==> src/rtl/hy_sram_port_arbiter_pkg.sv <==
// Shared constants and the pipeline tag for the two-port SRAM arbiter.
package hy_sram_pkg;

  localparam int SRAM_ADDR_W = 10;
  localparam int SRAM_DATA_W = 32;

  localparam logic PORT_IFETCH = 1'b0;
  localparam logic PORT_LSU    = 1'b1;

  typedef struct packed {
    logic valid;
    logic port;
    logic we;
  } pipe_tag_t;

  localparam pipe_tag_t TAG_IDLE = '{valid: 1'b0, port: 1'b0, we: 1'b0};

endpackage

==> src/rtl/hy_sram_port_arbiter_arb2.sv <==
// Two-way grant logic: round-robin or fixed priority with a port-0 starvation guard.
module hy_arb2 #(
  parameter int PRIORITY_MODE = 0,
  parameter int STARVE_LIMIT  = 4
) (
  input  logic       clk,
  input  logic       reset_n,
  input  logic [1:0] req_valid,
  input  logic       accept,
  output logic [1:0] grant
);

  localparam logic [3:0] LIMIT = 4'(STARVE_LIMIT);

  logic       last_grant_q, last_grant_d;
  logic [3:0] starve_cnt_q, starve_cnt_d;
  logic       conflict;

  always_comb begin
    conflict     = &req_valid;
    grant        = req_valid;
    last_grant_d = last_grant_q;
    starve_cnt_d = starve_cnt_q;

    if (conflict) begin
      if (PRIORITY_MODE == 0) begin
        grant = last_grant_q ? 2'b01 : 2'b10;
      end else begin
        grant = (starve_cnt_q == LIMIT) ? 2'b01 : 2'b10;
      end
    end

    if (accept) begin
      last_grant_d = grant[1];
    end

    // Counter only tracks consecutive port-0 losses while port 0 keeps asking.
    if (PRIORITY_MODE != 0) begin
      if (!req_valid[0] || (accept && grant[0])) begin
        starve_cnt_d = 4'd0;
      end else if (accept && conflict) begin
        starve_cnt_d = starve_cnt_q + 4'd1;
      end
    end
  end

  always_ff @(posedge clk or negedge reset_n) begin
    if (!reset_n) begin
      last_grant_q <= 1'b1;
      starve_cnt_q <= 4'd0;
    end else begin
      last_grant_q <= last_grant_d;
      starve_cnt_q <= starve_cnt_d;
    end
  end

endmodule

==> src/rtl/hy_sram_port_arbiter.sv <==
// Shares one synchronous single-port SRAM between instruction fetch (port 0) and load/store (port 1).
module hy_sram_port_arbiter
  import hy_sram_pkg::*;
#(
  parameter int ADDR_W        = SRAM_ADDR_W,
  parameter int DATA_W        = SRAM_DATA_W,
  parameter int PRIORITY_MODE = 0,
  parameter int STARVE_LIMIT  = 4
) (
  input  logic              clk,
  input  logic              reset_n,

  input  logic              p0_req_valid,
  output logic              p0_req_ready,
  input  logic              p0_req_we,
  input  logic [ADDR_W-1:0] p0_req_addr,
  input  logic [DATA_W-1:0] p0_req_wdata,
  output logic              p0_rsp_valid,
  output logic [DATA_W-1:0] p0_rsp_rdata,

  input  logic              p1_req_valid,
  output logic              p1_req_ready,
  input  logic              p1_req_we,
  input  logic [ADDR_W-1:0] p1_req_addr,
  input  logic [DATA_W-1:0] p1_req_wdata,
  output logic              p1_rsp_valid,
  output logic [DATA_W-1:0] p1_rsp_rdata,

  output logic              sram_we,
  output logic [ADDR_W-1:0] sram_addr,
  output logic [DATA_W-1:0] sram_data_in,
  input  logic [DATA_W-1:0] sram_data_out,

  output logic              busy
);

  logic [1:0]        grant;
  logic              accept;
  logic              win_we;
  logic [ADDR_W-1:0] win_addr;
  logic [DATA_W-1:0] win_wdata;
  logic [DATA_W-1:0] rsp_data;

  pipe_tag_t         s1_q, s1_d, s2_q, s2_d;
  logic              sram_we_q, sram_we_d;
  logic [ADDR_W-1:0] sram_addr_q, sram_addr_d;
  logic [DATA_W-1:0] sram_data_in_q, sram_data_in_d;

  hy_arb2 #(
    .PRIORITY_MODE (PRIORITY_MODE),
    .STARVE_LIMIT  (STARVE_LIMIT)
  ) u_arb (
    .clk       (clk),
    .reset_n   (reset_n),
    .req_valid ({p1_req_valid, p0_req_valid}),
    .accept    (accept),
    .grant     (grant)
  );

  // Ready is forced low during reset so nothing appears accepted while flops are held.
  assign p0_req_ready = grant[0] & reset_n;
  assign p1_req_ready = grant[1] & reset_n;
  assign accept       = p0_req_ready | p1_req_ready;

  always_comb begin
    win_we    = p1_req_ready ? p1_req_we    : p0_req_we;
    win_addr  = p1_req_ready ? p1_req_addr  : p0_req_addr;
    win_wdata = p1_req_ready ? p1_req_wdata : p0_req_wdata;

    s1_d           = TAG_IDLE;
    s1_d.valid     = accept;
    s1_d.port      = p1_req_ready ? PORT_LSU : PORT_IFETCH;
    s1_d.we        = win_we;
    s2_d           = s1_q;
    sram_we_d      = accept & win_we;
    sram_addr_d    = accept ? win_addr : sram_addr_q;
    sram_data_in_d = accept ? win_wdata : sram_data_in_q;
  end

  always_ff @(posedge clk or negedge reset_n) begin
    if (!reset_n) begin
      s1_q           <= TAG_IDLE;
      s2_q           <= TAG_IDLE;
      sram_we_q      <= 1'b0;
      sram_addr_q    <= '0;
      sram_data_in_q <= '0;
    end else begin
      s1_q           <= s1_d;
      s2_q           <= s2_d;
      sram_we_q      <= sram_we_d;
      sram_addr_q    <= sram_addr_d;
      sram_data_in_q <= sram_data_in_d;
    end
  end

  assign sram_we      = sram_we_q;
  assign sram_addr    = sram_addr_q;
  assign sram_data_in = sram_data_in_q;

  // SRAM read data lines up with the S2 tag; writes are acknowledged with zero data.
  assign rsp_data     = s2_q.we ? '0 : sram_data_out;
  assign p0_rsp_valid = s2_q.valid & (s2_q.port == PORT_IFETCH);
  assign p1_rsp_valid = s2_q.valid & (s2_q.port == PORT_LSU);
  assign p0_rsp_rdata = p0_rsp_valid ? rsp_data : '0;
  assign p1_rsp_rdata = p1_rsp_valid ? rsp_data : '0;

  assign busy = p0_req_valid | p1_req_valid | s1_q.valid | s2_q.valid;

endmodule

==> config.mk <==
export PLATFORM = sky130hd
export DESIGN_NAME = hy_sram_port_arbiter
export DESIGN_NICKNAME = d
export VERILOG_FILES = /design/src/rtl/hy_sram_port_arbiter_pkg.sv /design/src/rtl/hy_sram_port_arbiter_arb2.sv /design/src/rtl/hy_sram_port_arbiter.sv
export SDC_FILE = /design/constraint.sdc
export NUM_CORES = 1
export LEC_CHECK = 0
export ABC_CLOCK_PERIOD_IN_PS = 2600
export CORE_MARGIN = 2
export CORE_UTILIZATION = 37
export DETAILED_ROUTE_END_ITERATION = 10
export GPL_ROUTABILITY_DRIVEN = 1
export MAX_ROUTING_LAYER = met4
export PLACE_DENSITY = 0.95
export SLEW_MARGIN = 20
export SYNTH_ARGS = -nofsm -noshare
export SYNTH_HDL_FRONTEND = slang
export SYNTH_SLANG_ARGS = --single-unit
==> constraint.sdc <==
create_clock -name clk -period 2.6 [get_ports clk]
set_input_delay 0.52 -clock clk [delete_from_list [all_inputs] [get_ports clk]]
set_output_delay 0.52 -clock clk [all_outputs]
set_load 0.01 [all_outputs]
# Word-level counts from Yosys, hierarchy flattened
# Cells that the tools add are included.
[totals]
reg_bits = 50
in_bits = 122
output_inout_bits = 112
elab_cells = 30
[classes]
mux = 9
n_bitwise = 10
n_reduce_logical = 1
[op_table]
columns = ["operator", "n"]
rows = [
  ["two-way mux 32 bit", 4],
  ["two-way mux 10 bit", 1],
  ["AND 1 bit", 5],
  ["two-way mux 2 bit", 2],
  ["bitwise OR 1 bit", 4],
  ["two-way mux 1 bit", 2],
  ["AND reduction 2 bit", 1],
  ["NOT 1 bit", 1],
]

# Logic depth before layout (Yosys ltp)
# Gate-level depths: netlist of the first run.
[logic_depth]
ltp_word = 5
depth_mapped = 6
mapped_depth_nobuf = 3

# Hierarchy
# A second synthesis of the first run with hierarchy kept.
[unflattened]
cells_unflattened = 361
hier_area_um2 = 2971.6
[by_module_without_submodules]
columns = ["module", "n_inst", "cells_each", "area_per_inst_um2", "seq_area_each_um2"]
rows = [
  ["hy_sram_port_arbiter", 1, 356, 2907.8, 1226.2],
  ["hy_arb2", 1, 5, 63.8, 26.3],
]

# Worst setup path after synthesis of the first run
# OpenSTA, ideal clock, no wires.
[synth_path]
path_kind = "in2out"
start = "input port p1_req_valid"
end = "output port busy"
arrival_ps = 1187
required_ps = 2080
path_slack_ps = 893
stages = 2
n_path_buf = 1
path_cell_list = "buf_6 > or4_1"
[synth_between]
elab_chain_len = 3
[synth_rtl]
columns = ["item", "line", "rtl"]
rows = [
  ["start, declared", "hy_sram_port_arbiter.sv:21", "input logic p1_req_valid,"],
  ["bitwise OR 1 bit (3 in series)", "hy_sram_port_arbiter.sv:107", "assign busy = p0_req_valid | p1_req_valid | s1_q.valid | s2_q.valid;"],
  ["end, declared", "hy_sram_port_arbiter.sv:34", "output logic busy"],
]
# No other way between the ends.

# Final worst setup path of the first run
[layout_path]
start = "input port p0_req_valid"
end = "output port p0_req_ready"
[layout_between]
elab_chain_len = 3
[layout_rtl]
columns = ["item", "line", "rtl"]
rows = [
  ["start, declared", "hy_sram_port_arbiter.sv:13", "input logic p0_req_valid,"],
  ["AND reduction 2 bit", "hy_sram_port_arbiter_arb2.sv:20", "conflict = &req_valid;"],
  ["two-way mux 2 bit (*)", "hy_sram_port_arbiter_arb2.sv:25", "if (conflict) begin"],
  ["AND 1 bit (*)", "hy_sram_port_arbiter.sv:61", "assign p0_req_ready = grant[0] & reset_n;"],
  ["end, declared", "hy_sram_port_arbiter.sv:14", "output logic p0_req_ready,"],
]
# Mark *: on every way between the ends. The rest lies on a longest branch, timed or not.

==> out/qor.txt, run 1 <==
Status -> complete, no violations
Drt wl/cell -> 16.37 um
Syn avg cell area -> 8.290 um^2
Final WL -> 11310 um
Pleak -> 2.019 nW
# H-tree levels -> 2
Share of cells above drive strength 1 -> 0.04949
Final slew viol count -> 0
Overall Global Routing Usage -> 0.2510
Post-layout min period -> 2.511 ns
CP Capture Type -> output pin
Final HPWL DP -> 8531 um
Worst-path cell chain -> clkdlybuf4s50_1 > buf_4 > nand2_1 > a21oi_1 > clkdlybuf4s50_1
DR vias/cell -> 5.470
Total number of vias -> 3780
Worst EP required -> 2.08 ns
Clock latency on the worst-skew pair -> 0.31 ns
# IOs -> 234
Max Cap Viol -> 0
Final period utilization -> 0.9658
Clk slew on worst S/H paths -> 0.09 ns
DR iter-0 viols -> 125
Hold WC Path Type -> primary input to asynchronous set/reset pin
Worst endpoint data arrival time -> 1.99 ns
Slew HR -> 0.4832
Top Family by Delay on Critical Path -> buffers and inverters
Final cell count without fillers -> 691
Area delta synth->final -> 75.10%
Biggest fanout along the worst timing path -> 3
Post-synth ARST share -> 1.000
Peak VDD IR -> 0.3668 mV
Largest net degree at the start of global routing -> 59
Global route total overflow -> 0
Final worst slack -> 0.08897 ns
Routability cong. -> 0.8200
Least-Margin Pin Slew -> 0.7741 ns
# port buffers -> 233
DIE AREA -> 9199 um^2
Ys Warns -> 0
Number of global-route vias before repair -> 3633
Remaining DRCs -> 0
EDFF count, synth -> 0
Initial antenna violation count -> 0
Filler cell count -> 644
ANT cells -> 0
Seq/Total Area, Yosys -> 0.4007
Synth unique cells -> 23
Die width -> 95.91 um
Clk sink count -> 50
Syn Nets -> 499
Row count -> 33
Crit-path max cell delay -> 0.58 ns
Top FF cell, synth -> dfrtp_1
Setup violators final -> 0
Startpoint types -> primary input
Inserted Clock Buffers -> 5
Crit path buf inv count -> 3
Clock Skews -> 0.01315 ns
Cell Area, Synth -> 3125 um^2
Initial Utilization -> 0.3804
Slowest-stage cell, CP -> clkdlybuf4s50_1
Post-cts hold buffer count -> 0
Clk root buf -> clkbuf_8
Fmax -> 0.3982 GHz
Place WS -> 0.04230 ns
Synthesis-stage register bit count -> 50
CP Class -> primary input to output pin
Setup TNS -> 0 ns
DP Cell Count -> 683
PD cells -> 426.1 nW/um^2
Clock Path Buffers -> 2
Die Span Y -> 95.91 um
Cell count after synthesis -> 377
Pre-antenna DRT Iters -> 5
CP most frequent cell -> clkdlybuf4s50_1
Post-route ant nets -> 0
Global-route wire length before repair -> 17650 um
RSZ-0062 raised after global routing -> false
# nets final -> 707
CTS tree -> yes
Final Hold Violating Endpoints -> 0
Core ar. -> 8217 um^2
Yosys cell counts (2+ instances only):
master / count / area share
nand2b_1: 33 / 0.066
nor2_1: 107 / 0.13
buf_12: 5 / 0.032
dfrtp_1: 49 / 0.39
buf_2: 14 / 0.022
inv_1: 2 / 0.0024
clkbuf_1: 19 / 0.023
o2111ai_1: 42 / 0.12
buf_6: 8 / 0.029
a31oi_1: 42 / 0.084
o21ai_0: 3 / 0.0048
nand2_1: 3 / 0.0036
o21ai_1: 39 / 0.062
inv_2: 2 / 0.0024
layer usage:
layer  part of all wire  global-route usage  up-vias
li1                   -                   -     1772
met2               0.52              0.4435      212
met3              0.086             0.05795       39
met1               0.35              0.2650     1757
met4              0.044              0.1179        0
met5                  0                   -        -
logic make-up after synthesis:
family | count (synthesis) | share of synthesized area
flip-flops | 50 | 0.4007
buffers and inverters | 50 | 0.1109
AND/OR/NAND/NOR | 145 | 0.2034
AO/OA/AOI/OAI | 132 | 0.2850
area by class of cell:
type	count	area (um^2)	area share
clock buffer	5	68.82	0.01257
clock inverter	3	21.27	0.003887
inverter	4	15.01	0.002743
multi-input combinational	277	1526	0.2789
sequential	50	1252	0.2289
tap	105	131.4	0.02401
timing repair buffer	247	2457	0.4490
cell usage in the layout, fill, tap and decap left out, drive strengths merged:
master	count
and2	1
o22ai	1
o2111ai	42
a22o	1
a31oi	42
inv	4
o21a	2
dfrtp	49
nand2	3
clkbuf	5
clkdlybuf4s50	230
dfstp	1
clkinvlp	1
o21ai	42
nor2	107
buf	16
dlymetal6s2s	1
a21oi	1
or4	1
nand2b	33
a21o	1
clkinv	2
metrics by stage:
| step | hold slack [ns] | power [mW] | instance area [um^2] | util |
|---|---|---|---|---|
| 2_1_floorplan | 0.2244 | 1.388 | 3126 | - |
| 3_3_place_gp | 0.3355 | 1.862 | 5380 | 0.6548 |
| 3_5_place_dp | 0.3449 | 1.894 | 5380 | 0.6548 |
| 4_1_cts | 0.2628 | 2.358 | 5470 | 0.6658 |
| 5_1_grt | 0.2891 | 2.467 | 5473 | 0.6661 |
| 6_report | 0.2735 | 2.332 | 5473 | 0.6661 |
what timing repair did:
item,CTS,global route
resized for setup,0,1
hold endpoints to repair,0,0
buffers inserted,0,0
setup endpoints to repair,0,1
power breakdown:
group          switching, mW  internal, mW
Sequential            0.0655         0.883
Combinational          0.418         0.506
Clock                  0.270         0.190
final timing paths:
check | start | to | slack [ns] | depth (start not counted)
setup / recovery | p0_req_valid | p0_req_ready | 0.09 | 5
hold / removal | reset_n | sram_data_in[5]$_DFFE_PN0P_ | 0.27 | 2
setup reg to reg | u_arb.last_grant_q$_DFFE_PN1P_ | sram_data_in[23]$_DFFE_PN0P_ | 1.01 | 4
hold reg to reg | s1_q[1]$_DFF_PN0_ | s2_q[1]$_DFF_PN0_ | 0.36 | 0
max in group asynchronous | reset_n | s1_q[0]$_DFF_PN0_ | 1.80 | 2
min in group clk | s1_q[1]$_DFF_PN0_ | s2_q[1]$_DFF_PN0_ | 0.36 | 0
state kept, by name, indices dropped and copies added (netlist names):
register            flops
s2_q                    3
sram_addr              10
sram_data_in           32
sram_we                 1
u_arb.last_grant_q      1
s1_q                    3
Note: power is estimated with default switching activity, not from simulation.
==> run 2, diff against run 1 <==
CELL_PAD_IN_SITES_DETAIL_PLACEMENT = 0   (was default)
CELL_PAD_IN_SITES_GLOBAL_PLACEMENT = 1   (was default)
CORE_UTILIZATION = 25   (was 37)
CTS_BUF_LIST = sky130_fd_sc_hd__clkbuf_16   (was default)
==> run 2 against run 1 <==
  * Critical path depth fell by 2
  * First-iteration DRC count grew 86%
  * Clock power grew 60%
  * Setup slack got worse by 0.012 ns
  * Clock skew down 0.0040 ns
  * Non-clock buffer count did not move
  * Count of clock-buffer cells in the layout did not move
  * Hold slack better by 0.012 ns
  * Sequential share of layout area down 0.66 points
  * Die area increased by 46%
  * Global-route usage decreased by 7.7 points
  * Via count down 2.1%
==> out/qor.txt, run 2 (synthesized netlist as in run 1, its figures left out) <==
RSZ-0062 raised after global routing -> false (unchanged)
Top Family by Delay on Critical Path -> buffers and inverters (unchanged)
Die Span Y -> 115.8 um (was 95.91 um)
CP Class -> primary input to output pin (unchanged)
Comb pwr share -> 0.355 (was 0.396)
Commonest non-fill, non-tap cell in the layout -> clkdlybuf4s50_1 (unchanged)
Peak VDD IR -> 0.2371 mV (was 0.3668 mV)
Global-route wire length before repair -> 18140 um (was 17650 um)
Startpoint types -> primary input (unchanged)
Clk root buf -> clkbuf_16 (was clkbuf_8)
Core ar. -> 12110 um^2 (was 8217 um^2)
Flop pwr share -> 0.363 (was 0.407)
Final WL -> 11800 um (was 11310 um)
Row count -> 40 (was 33)
Largest net degree at the start of global routing -> 93 (was 59)
Multi-input gate area -> 1529 um^2 (was 1526 um^2)
Max reg flops -> 32 (unchanged)
Clk sink count -> 50 (unchanged)
Routability cong. -> 0.7523 (was 0.8200)
Pleak -> 2.050 nW (was 2.019 nW)
Final slew viol count -> 0 (unchanged)
Post-route ant nets -> 0 (unchanged)
DIE AREA -> 13410 um^2 (was 9199 um^2)
Inserted Clock Buffers -> 5 (unchanged)
Hold WC Path Type -> primary input to asynchronous set/reset pin (unchanged)
Clock Path Buffers -> 2 (unchanged)
# nets final -> 707 (unchanged)
Overall Global Routing Usage -> 0.1738 (was 0.2510)
Setup violators final -> 0 (unchanged)
# port buffers -> 233 (unchanged)
Clk pwr share -> 0.282 (was 0.197)
Pre-antenna DRT Iters -> 4 (was 5)
Area delta synth->final -> 80.46% (was 75.10%)
Max Cap Viol -> 0 (unchanged)
Worst-path cell chain -> clkdlybuf4s50_1 > or4_1 > clkdlybuf4s50_1 (was clkdlybuf4s50_1 > buf_4 > nand2_1 > a21oi_1 > clkdlybuf4s50_1)
Least-Margin Pin Slew -> 0.5218 ns (was 0.7741 ns)
Total net switching power -> 0.7777 mW (was 0.7536 mW)
Final worst slack -> 0.07727 ns (was 0.08897 ns)
# IOs -> 234 (unchanged)
Status -> complete, no violations (unchanged)
Crit-path max cell delay -> 0.52 ns (was 0.58 ns)
Total number of vias -> 3699 (was 3780)
Switching Share -> 0.2971 (was 0.3232)
Final Hold Violating Endpoints -> 0 (unchanged)
Crit path buf inv count -> 2 (was 3)
CTS tree -> yes (unchanged)
Filler cell count -> 1206 (was 644)
Initial Utilization -> 0.2581 (was 0.3804)
PD cells -> 464.1 nW/um^2 (was 426.1 nW/um^2)
Post-cts hold buffer count -> 0 (unchanged)
CP Capture Type -> output pin (unchanged)
Final period utilization -> 0.9703 (was 0.9658)
Number of global-route vias before repair -> 3571 (was 3633)
Final HPWL DP -> 8494 um (was 8531 um)
Setup TNS -> 0 ns (unchanged)
Worst endpoint data arrival time -> 2.00 ns (was 1.99 ns)
Die width -> 115.8 um (was 95.91 um)
Global route total overflow -> 0 (unchanged)
Biggest fanout along the worst timing path -> 4 (was 3)
# H-tree levels -> 2 (unchanged)
CP most frequent cell -> clkdlybuf4s50_1 (unchanged)
Cell-internal power -> 1.840 mW (was 1.578 mW)
DR vias/cell -> 4.899 (was 5.470)
Clk slew on worst S/H paths -> 0.06 ns (was 0.09 ns)
Clock latency on the worst-skew pair -> 0.29 ns (was 0.31 ns)
Place WS -> 0.07939 ns (was 0.04230 ns)
Worst EP required -> 2.08 ns (about the same)
Register area -> 1254 um^2 (was 1252 um^2)
Setup bufs post-CTS -> 0 (unchanged)
Most frequent cells in the layout -> clkdlybuf4s50_1, nor2_1, dfrtp_1 (unchanged)
Slowest-stage cell, CP -> clkdlybuf4s50_1 (unchanged)
Clock Skews -> 0.009113 ns (was 0.01315 ns)
Post-layout min period -> 2.523 ns (was 2.511 ns)
Initial antenna violation count -> 1 (was 0)
DR iter-0 viols -> 232 (was 125)
Fmax -> 0.3964 GHz (was 0.3982 GHz)
Slew HR -> 0.6521 (was 0.4832)
Share of cells above drive strength 1 -> 0.04949 (unchanged)
Drt wl/cell -> 15.62 um (was 16.37 um)
Remaining DRCs -> 0 (unchanged)
[run 2: layout make-up]
class / instances / share of cell area
multi-input cells: 277 / 0.2711
inverters: 4 / 0.002662
clock inverters: 3 / 0.006655
well taps: 168 / 0.03727
repair buffers: 247 / 0.4374
diodes: 1 / 0.0004437
flip-flops and latches: 50 / 0.2223
clock buffers: 5 / 0.02218
[run 2: per-layer routing]
layer / share of wire / wire (um) / vias up / global-route usage
met5: 0 / 0 / - / -
met2: 0.48 / 5717 / 170 / 0.2963
met1: 0.42 / 4901 / 1743 / 0.2104
met3: 0.088 / 1042 / 13 / 0.03870
li1: - / - / 1773 / -
met4: 0.012 / 136 / 0 / 0.03968
[run 2: repair_timing]
action,CTS,global route
setup endpoints to repair,0,5
hold endpoints to repair,0,0
resized for setup,0,1
[run 2: power by group through the flow]
stage	registers (mW)	logic, mW	clock network (mW)
floorplan	0.996	0.391	0
global placement	0.961	0.922	0
detailed placement	0.966	0.934	0
CTS	0.951	0.937	0.765
global route	0.965	1.01	0.797
finish	0.950	0.929	0.738
[run 2: worst paths after layout]
path / from / to / slack (ns) / cells after the start
setup / recovery: p0_req_valid / busy / 0.08 / 3
hold / removal: reset_n / sram_data_in[29]$_DFFE_PN0P_ / 0.29 / 2
setup reg to reg: u_arb.last_grant_q$_DFFE_PN1P_ / sram_data_in[23]$_DFFE_PN0P_ / 1.05 / 4
hold reg to reg: s1_q[1]$_DFF_PN0_ / s2_q[1]$_DFF_PN0_ / 0.36 / 0
max in group asynchronous: reset_n / s2_q[0]$_DFF_PN0_ / 1.89 / 2
min in group clk: s1_q[1]$_DFF_PN0_ / s2_q[1]$_DFF_PN0_ / 0.36 / 0
[run 2: through the flow]
step | instances | cell area, um^2 | hold slack (ns) | power [mW] | utilization
2_1_floorplan | 377 | 3126 | 0.2244 | 1.388 | -
3_3_place_gp | 746 | 5474 | 0.3320 | 1.883 | 0.4520
3_5_place_dp | 746 | 5474 | 0.3420 | 1.900 | 0.4520
4_1_cts | 754 | 5637 | 0.3344 | 2.653 | 0.4654
5_1_grt | 755 | 5640 | 0.3376 | 2.767 | 0.4657
6_report | 755 | 5640 | 0.2851 | 2.618 | 0.4657
